===== config.mk =====
export PLATFORM = sky130hd
export DESIGN_NAME = decode_stage
export DESIGN_NICKNAME = d
export VERILOG_FILES = /design/src/rtl/decode_stage.sv
export SDC_FILE = /design/constraint.sdc
export NUM_CORES = 2
export LEC_CHECK = 0
export BUFFER_PORTS_ARGS = -buffer_cell sky130_fd_sc_hd__buf_2
export CORE_ASPECT_RATIO = 1.75
export CORE_MARGIN = 4
export CORE_UTILIZATION = 45
export DETAILED_ROUTE_END_ITERATION = 10
export GPL_TIMING_DRIVEN = 0
export SYNTH_ARGS = -nofsm -noshare
export SYNTH_HDL_FRONTEND = slang
export SYNTH_SLANG_ARGS = --single-unit

===== constraint.sdc =====
create_clock -name clk -period 4.7 [get_ports clk]
set_input_delay 0.705 -clock clk [delete_from_list [all_inputs] [get_ports clk]]
set_output_delay 0.705 -clock clk [all_outputs]
set_load 0.03 [all_outputs]

===== src/rtl/decode_stage.sv =====
// Decode stage: IF/ID latch, R-type decoder, 32x32 register file with write-back
// bypass, and a registered ID/EX bundle with stall/flush bubble insertion.
`timescale 1ns/1ps
module decode_stage #(
  parameter int unsigned NREG           = 32,
  parameter int unsigned RESET_RF_INDEX = 1
) (
  input  logic        clk,
  input  logic        rst_n,
  input  logic        if_valid,
  input  logic [31:0] if_pc4,
  input  logic [31:0] if_inst,
  input  logic        stall,
  input  logic        flush,
  input  logic        wb_en,
  input  logic [4:0]  wb_addr,
  input  logic [31:0] wb_data,
  output logic        id_valid,
  output logic [31:0] id_pc4,
  output logic [4:0]  id_rs,
  output logic [4:0]  id_rt,
  output logic [4:0]  id_rd,
  output logic [4:0]  id_shamt,
  output logic [31:0] id_rs_val,
  output logic [31:0] id_rt_val,
  output logic [2:0]  id_alu_op,
  output logic        id_reg_write,
  output logic        id_illegal
);

  localparam int unsigned XLEN   = 32;
  localparam int unsigned RIDX_W = 5;
  localparam int unsigned OP_W   = 6;
  localparam int unsigned FN_W   = 6;
  localparam int unsigned ALU_W  = 3;

  localparam logic [FN_W-1:0] FN_ADD = 6'h20;
  localparam logic [FN_W-1:0] FN_SUB = 6'h22;
  localparam logic [FN_W-1:0] FN_AND = 6'h24;
  localparam logic [FN_W-1:0] FN_OR  = 6'h25;
  localparam logic [FN_W-1:0] FN_SLT = 6'h2A;
  localparam logic [FN_W-1:0] FN_SLL = 6'h00;
  localparam logic [FN_W-1:0] FN_SRL = 6'h02;

  localparam logic [ALU_W-1:0] ALU_ADD = 3'd0;
  localparam logic [ALU_W-1:0] ALU_SUB = 3'd1;
  localparam logic [ALU_W-1:0] ALU_AND = 3'd2;
  localparam logic [ALU_W-1:0] ALU_OR  = 3'd3;
  localparam logic [ALU_W-1:0] ALU_SLT = 3'd4;
  localparam logic [ALU_W-1:0] ALU_SLL = 3'd5;
  localparam logic [ALU_W-1:0] ALU_SRL = 3'd6;

  typedef struct packed {
    logic              valid;
    logic [XLEN-1:0]   pc4;
    logic [RIDX_W-1:0] rs;
    logic [RIDX_W-1:0] rt;
    logic [RIDX_W-1:0] rd;
    logic [RIDX_W-1:0] shamt;
    logic [XLEN-1:0]   rs_val;
    logic [XLEN-1:0]   rt_val;
    logic [ALU_W-1:0]  alu_op;
    logic              reg_write;
    logic              illegal;
  } idex_t;

  logic            ifid_valid_q;
  logic [XLEN-1:0] ifid_inst_q;
  logic [XLEN-1:0] ifid_pc4_q;

  logic [XLEN-1:0] rf_q [NREG];

  logic [OP_W-1:0]   dec_opcode;
  logic [FN_W-1:0]   dec_funct;
  logic [RIDX_W-1:0] dec_rs;
  logic [RIDX_W-1:0] dec_rt;
  logic [RIDX_W-1:0] dec_rd;
  logic [RIDX_W-1:0] dec_shamt;
  logic [ALU_W-1:0]  dec_alu_op;
  logic              dec_illegal;
  logic              dec_nop;
  logic              dec_reg_write;
  logic [XLEN-1:0]   rs_val;
  logic [XLEN-1:0]   rt_val;

  idex_t idex_d;
  idex_t idex_q;

  // IF/ID latch: flush beats stall; stall holds the current instruction
  always_ff @(posedge clk or negedge rst_n) begin
    if (!rst_n) begin
      ifid_valid_q <= 1'b0;
      ifid_inst_q  <= '0;
      ifid_pc4_q   <= '0;
    end else if (flush) begin
      ifid_valid_q <= 1'b0;
      ifid_inst_q  <= '0;
    end else if (!stall) begin
      ifid_valid_q <= if_valid;
      ifid_inst_q  <= if_inst;
      ifid_pc4_q   <= if_pc4;
    end
  end

  assign dec_opcode = ifid_inst_q[31:26];
  assign dec_rs     = ifid_inst_q[25:21];
  assign dec_rt     = ifid_inst_q[20:16];
  assign dec_rd     = ifid_inst_q[15:11];
  assign dec_shamt  = ifid_inst_q[10:6];
  assign dec_funct  = ifid_inst_q[5:0];

  // Only R-type (opcode 0) with a known funct is legal
  always_comb begin
    dec_illegal = 1'b0;
    dec_alu_op  = ALU_ADD;
    if (dec_opcode != '0) begin
      dec_illegal = 1'b1;
    end else begin
      case (dec_funct)
        FN_ADD:  dec_alu_op = ALU_ADD;
        FN_SUB:  dec_alu_op = ALU_SUB;
        FN_AND:  dec_alu_op = ALU_AND;
        FN_OR:   dec_alu_op = ALU_OR;
        FN_SLT:  dec_alu_op = ALU_SLT;
        FN_SLL:  dec_alu_op = ALU_SLL;
        FN_SRL:  dec_alu_op = ALU_SRL;
        default: dec_illegal = 1'b1;
      endcase
    end
  end

  // The all-zero word decodes as sll r0,r0,0 but must not write back
  assign dec_nop       = (ifid_inst_q == '0);
  assign dec_reg_write = !dec_illegal && !dec_nop;

  // Register file: r0 is an ordinary register; writes land even under stall/flush
  always_ff @(posedge clk or negedge rst_n) begin
    if (!rst_n) begin
      for (int unsigned i = 0; i < NREG; i++) begin
        rf_q[i] <= (RESET_RF_INDEX != 0) ? XLEN'(i) : '0;
      end
    end else if (wb_en) begin
      rf_q[wb_addr] <= wb_data;
    end
  end

  // Same-cycle write-back bypass on each read port
  assign rs_val = (wb_en && (wb_addr == dec_rs)) ? wb_data : rf_q[dec_rs];
  assign rt_val = (wb_en && (wb_addr == dec_rt)) ? wb_data : rf_q[dec_rt];

  always_comb begin
    idex_d = '0;
    if (!stall && !flush && ifid_valid_q) begin
      idex_d.valid     = 1'b1;
      idex_d.pc4       = ifid_pc4_q;
      idex_d.rs        = dec_rs;
      idex_d.rt        = dec_rt;
      idex_d.rd        = dec_rd;
      idex_d.shamt     = dec_shamt;
      idex_d.rs_val    = rs_val;
      idex_d.rt_val    = rt_val;
      idex_d.alu_op    = dec_alu_op;
      idex_d.reg_write = dec_reg_write;
      idex_d.illegal   = dec_illegal;
    end
  end

  always_ff @(posedge clk or negedge rst_n) begin
    if (!rst_n) begin
      idex_q <= '0;
    end else begin
      idex_q <= idex_d;
    end
  end

  assign id_valid     = idex_q.valid;
  assign id_pc4       = idex_q.pc4;
  assign id_rs        = idex_q.rs;
  assign id_rt        = idex_q.rt;
  assign id_rd        = idex_q.rd;
  assign id_shamt     = idex_q.shamt;
  assign id_rs_val    = idex_q.rs_val;
  assign id_rt_val    = idex_q.rt_val;
  assign id_alu_op    = idex_q.alu_op;
  assign id_reg_write = idex_q.reg_write;
  assign id_illegal   = idex_q.illegal;

endmodule


==> impl_metrics.sql <==
INSERT INTO impl_metrics (metric_group, metric, value, unit) VALUES
('placed_design', 'placed_cell_area', '0.0658', 'mm²'),
('placed_design', 'buffer_ports.inserted', '222', ''),
('run_status', 'failed_checks', 'design-rule violations, max-capacitance violations, max-slew violations, negative setup slack', ''),
('sta', 'report.final.hold_viol_count', '0', ''),
('clocking', 'number_of_clock_buffers_inserted_by_tritoncts', '117', ''),
('critical_path', 'worstSetupStartpointType', 'flip-flop', ''),
('sta', 'fmax', '210', 'MHz'),
('synthesis', 'synthesis.instances', '4290', ''),
('sta', 'timing.final.max_slew_violations', '64', ''),
('clocking', 'clkSinkCount', '1211', ''),
('final_layout', 'postLayoutCellArea', '0.0699', 'mm²'),
('synthesis', 'yosysSeqAreaShare', '49.0', '%'),
('sta', 'grt_setup_unrepaired', 'false', ''),
('drt', 'routed-wl-met3', '25000', 'µm'),
('flow_run', 'timing.max_cap.violations', '6', ''),
('clocking', 'htreeDepth', '3', ''),
('drt', 'overall_via_count_from_detail_route', '44100', ''),
('sta', 'worst_slew_margin_relative_to_its_limit', '-14.5', '%'),
('critical_path', 'critical-path-max-stage-delay', '1.13', 'ns'),
('clocking', 'clk-insertion-delay-late', '0.77', 'ns'),
('synthesis', 'post_synthesis_cell_type_with_the_largest_combined_area', 'dfrtp_1', ''),
('drt', 'routed-wl-met2', '124000', 'µm'),
('synthesis', 'synth_top_area_share', '45.6', '%'),
('grt', 'grt_start_max_net_pins', '162', ''),
('min_path', 'worst_hold_check_path_type', 'input pin to flip-flop', ''),
('critical_path', 'data_arrival_at_the_endpoint_of_the_critical_path', '5.46', 'ns'),
('clocking', 'tritoncts_clock_tree', 'yes', ''),
('power_and_ir_drop', 'irDropWorstVdd', '297', 'µV'),
('clocking', 'path_clk_slew', '0.07', 'ns'),
('power_and_ir_drop', 'power_per_cell_area', '433', 'mW/mm²'),
('synthesis', 'synthesis.area', '0.0621', 'mm²'),
('sta', 'hold-worst-slack', '0.168', 'ns'),
('drt', 'first_iter_violations', '4801', ''),
('floorplanning', 'core-area', '0.137', 'mm²'),
('placed_design', 'place.gp.congestion', '1.06', ''),
('final_layout', 'final_layout_size_suffix_gt1_share', '44.8', '%'),
('synthesis', 'synthMostInstantiatedCell', 'dfrtp_1', ''),
('grt', 'vias_in_the_first_global_route', '44800', ''),
('floorplanning', 'boundaryPins', '229', ''),
('clocking', 'cts-root-buf', 'clkbuf_16', ''),
('critical_path', 'crit_required', '5.40', 'ns'),
('synthesis', 'yosysUniqueCellTypes', '51', ''),
('grt', 'antenna_violations_before_repair', '28', ''),
('drt', 'top_layer_used', 'met5', ''),
('sta', 'setup_viol', '2', ''),
('sta', 'min_cycle_time_layout', '4.76', 'ns'),
('critical_path', 'cp_max_fo', '10', ''),
('floorplanning', 'fp.dieH', '499', 'µm'),
('clocking', 'postCtsSetupRepairBufs', '0', ''),
('drt', 'routed_wirelength', '276000', 'µm'),
('run_status', 'outcome', 'finished, violations left', ''),
('final_layout', 'multiInputGateArea', '0.0294', 'mm²'),
('synthesis', 'postSynthRegisterBits', '1211', ''),
('drt', 'vias_per_cell', '6.69', ''),
('synthesis', 'synth_flop_cell', 'dfrtp_1', ''),
('final_layout', 'regArea', '0.0304', 'mm²'),
('drt', 'drc', '3', ''),
('critical_path', 'timing.critical_path.cells', 'clkbuf_1 > nor2_1 > clkbuf_1 > nand3_1 > nand4_1 > o221a_2', ''),
('sta', 'final.setup.worst_slack', '-0.0623', 'ns'),
('final_layout', 'layout.filler_cells', '12000', ''),
('critical_path', 'end_kind', 'flip-flop', ''),
('final_layout', 'finalNetCount', '4752', ''),
('sta', 'period_share', '101', '%'),
('grt', 'remaining_overflow_grt', '0', ''),
('critical_path', 'critical_path.most_common_cell', 'clkbuf_1', ''),
('synthesis', 'synth_nets', '4397', ''),
('floorplanning', 'die-area', '0.144', 'mm²'),
('drt', 'met1Wirelength', '91200', 'µm'),
('synthesis', 'ys_top_cells_by_area', 'dfrtp_1 (46%), mux2_2 (19%), mux4_2 (11%)', ''),
('critical_path', 'critical_path.slowest_cell', 'nor2_1', ''),
('clocking', 'post_cts_resize_count', '0', '');
layer usage:
metal  track usage [%]  vias up
met5                 0        -
met4              37.8       16
met3              11.5     1020
met2              58.0     2671
met1              41.1    23300
li1                  -    17100
layout make-up:
type                       instances  share of cell area (%)
clock buffer                     167                    4.89
buffer                           437                    3.34
antenna                           23                  0.0823
inverter                           2                  0.0107
multi-input combinational       2640                    42.0
clock inverter                    51                   0.868
timing repair buffer             236                    2.08
sequential                      1211                    43.5
tap                             1820                    3.26
worst max-delay path: cells and delay by family (launching register included):
family	cells	cell delay, ns
simple gates	3	2.31
flops	1	0.48
buf+inv	2	1.59
compound gates	1	0.27
path summary, 6_finish.rpt:
kind | slack (ns) | cells after the start | startpoint | endpoint
setup / recovery | -0.06 | 6 | ifid_inst_q[24]$_DFFE_PN0P_ | id_rs_val[25]$_DFF_PN0_
hold / removal | 0.17 | 2 | if_pc4[8] | ifid_pc4_q[8]$_DFFE_PN0P_
setup reg to reg | -0.06 | 6 | ifid_inst_q[24]$_DFFE_PN0P_ | id_rs_val[25]$_DFF_PN0_
hold reg to reg | 0.49 | 1 | ifid_pc4_q[14]$_DFFE_PN0P_ | id_pc4[14]$_DFF_PN0_
max in group asynchronous | 1.45 | 5 | rst_n | rf_q[360]$_DFFE_PN0P_
min in group asynchronous | 0.50 | 2 | rst_n | ifid_pc4_q[2]$_DFFE_PN0P_
cells in the final DEF, fill, tap and decap left out, types with 10 or more instances in the layout:
cell,netlist,routed
a211oi_1,13,13
a21oi_1,44,44
a22o_1,49,49
a22oi_1,179,179
and3_1,54,54
buf_1,47,38
buf_16,0,10
buf_2,142,371
buf_4,38,38
buf_6,25,26
bufinv_16,0,11
clkbuf_1,172,192
clkbuf_16,0,121
clkbuf_8,0,22
clkinv_2,0,18
dfrtp_1,1131,1131
dfstp_2,80,80
diode_2,0,23
mux2_2,1058,1058
mux2i_1,497,497
mux4_1,35,35
mux4_2,304,304
nand2_1,79,79
nand3_1,43,43
nand4_1,12,12
nor2_1,65,61
nor2b_1,10,10
nor3_1,42,42
o22ai_1,56,56
power breakdown:
group | total (mW) | leakage [nW] | internal, mW | switching [mW]
registers | 13.7 | 15.4 | 12.3 | 1.36
logic | 6.39 | 13.2 | 3.11 | 3.27
clock network | 10.2 | 1.98 | 5.68 | 4.50
total | 30.3 | 30.6 | 21.1 | 9.13
stage by stage:
stage	utilization, %	cells	total power, mW
finish	50.9	6587	30.3
global route	50.9	6566	31.1
CTS	50.8	6561	30.1
floorplan	-	4290	17.5
detailed placement	47.9	6342	20.0
global placement	47.7	6332	19.8
flip-flops by register name, summed over array words and instances, names as in the netlist:
register,flops
id_alu_op,3
id_illegal,1
id_pc4,32
id_rd,5
id_reg_write,1
id_rs,5
id_rs_val,32
id_rt,5
id_rt_val,32
id_shamt,5
id_valid,1
ifid_inst_q,32
ifid_pc4_q,32
ifid_valid_q,1
rf_q,1024
kinds of logic (layout without fill, tap and decap cells):
kind of cell	count (synthesis)	count (layout)	synth area share (%)
muxes	1894	1894	39.7
other	0	23	0
xor gates and xnor gates	9	9	0.127
buffers and inverters	439	893	3.74
and+or+nand+nor	338	338	2.68
DFF	1211	1211	49.0
AOI/OAI and AO/OA	399	399	4.75
timing repair:
item | 4_1_cts | 5_1_grt
hold endpoints to repair | 94 | 0
hold buffers | 1 | 0
endpoints found under the setup margin | 0 | 0
(Power assumes the default switching activity.)
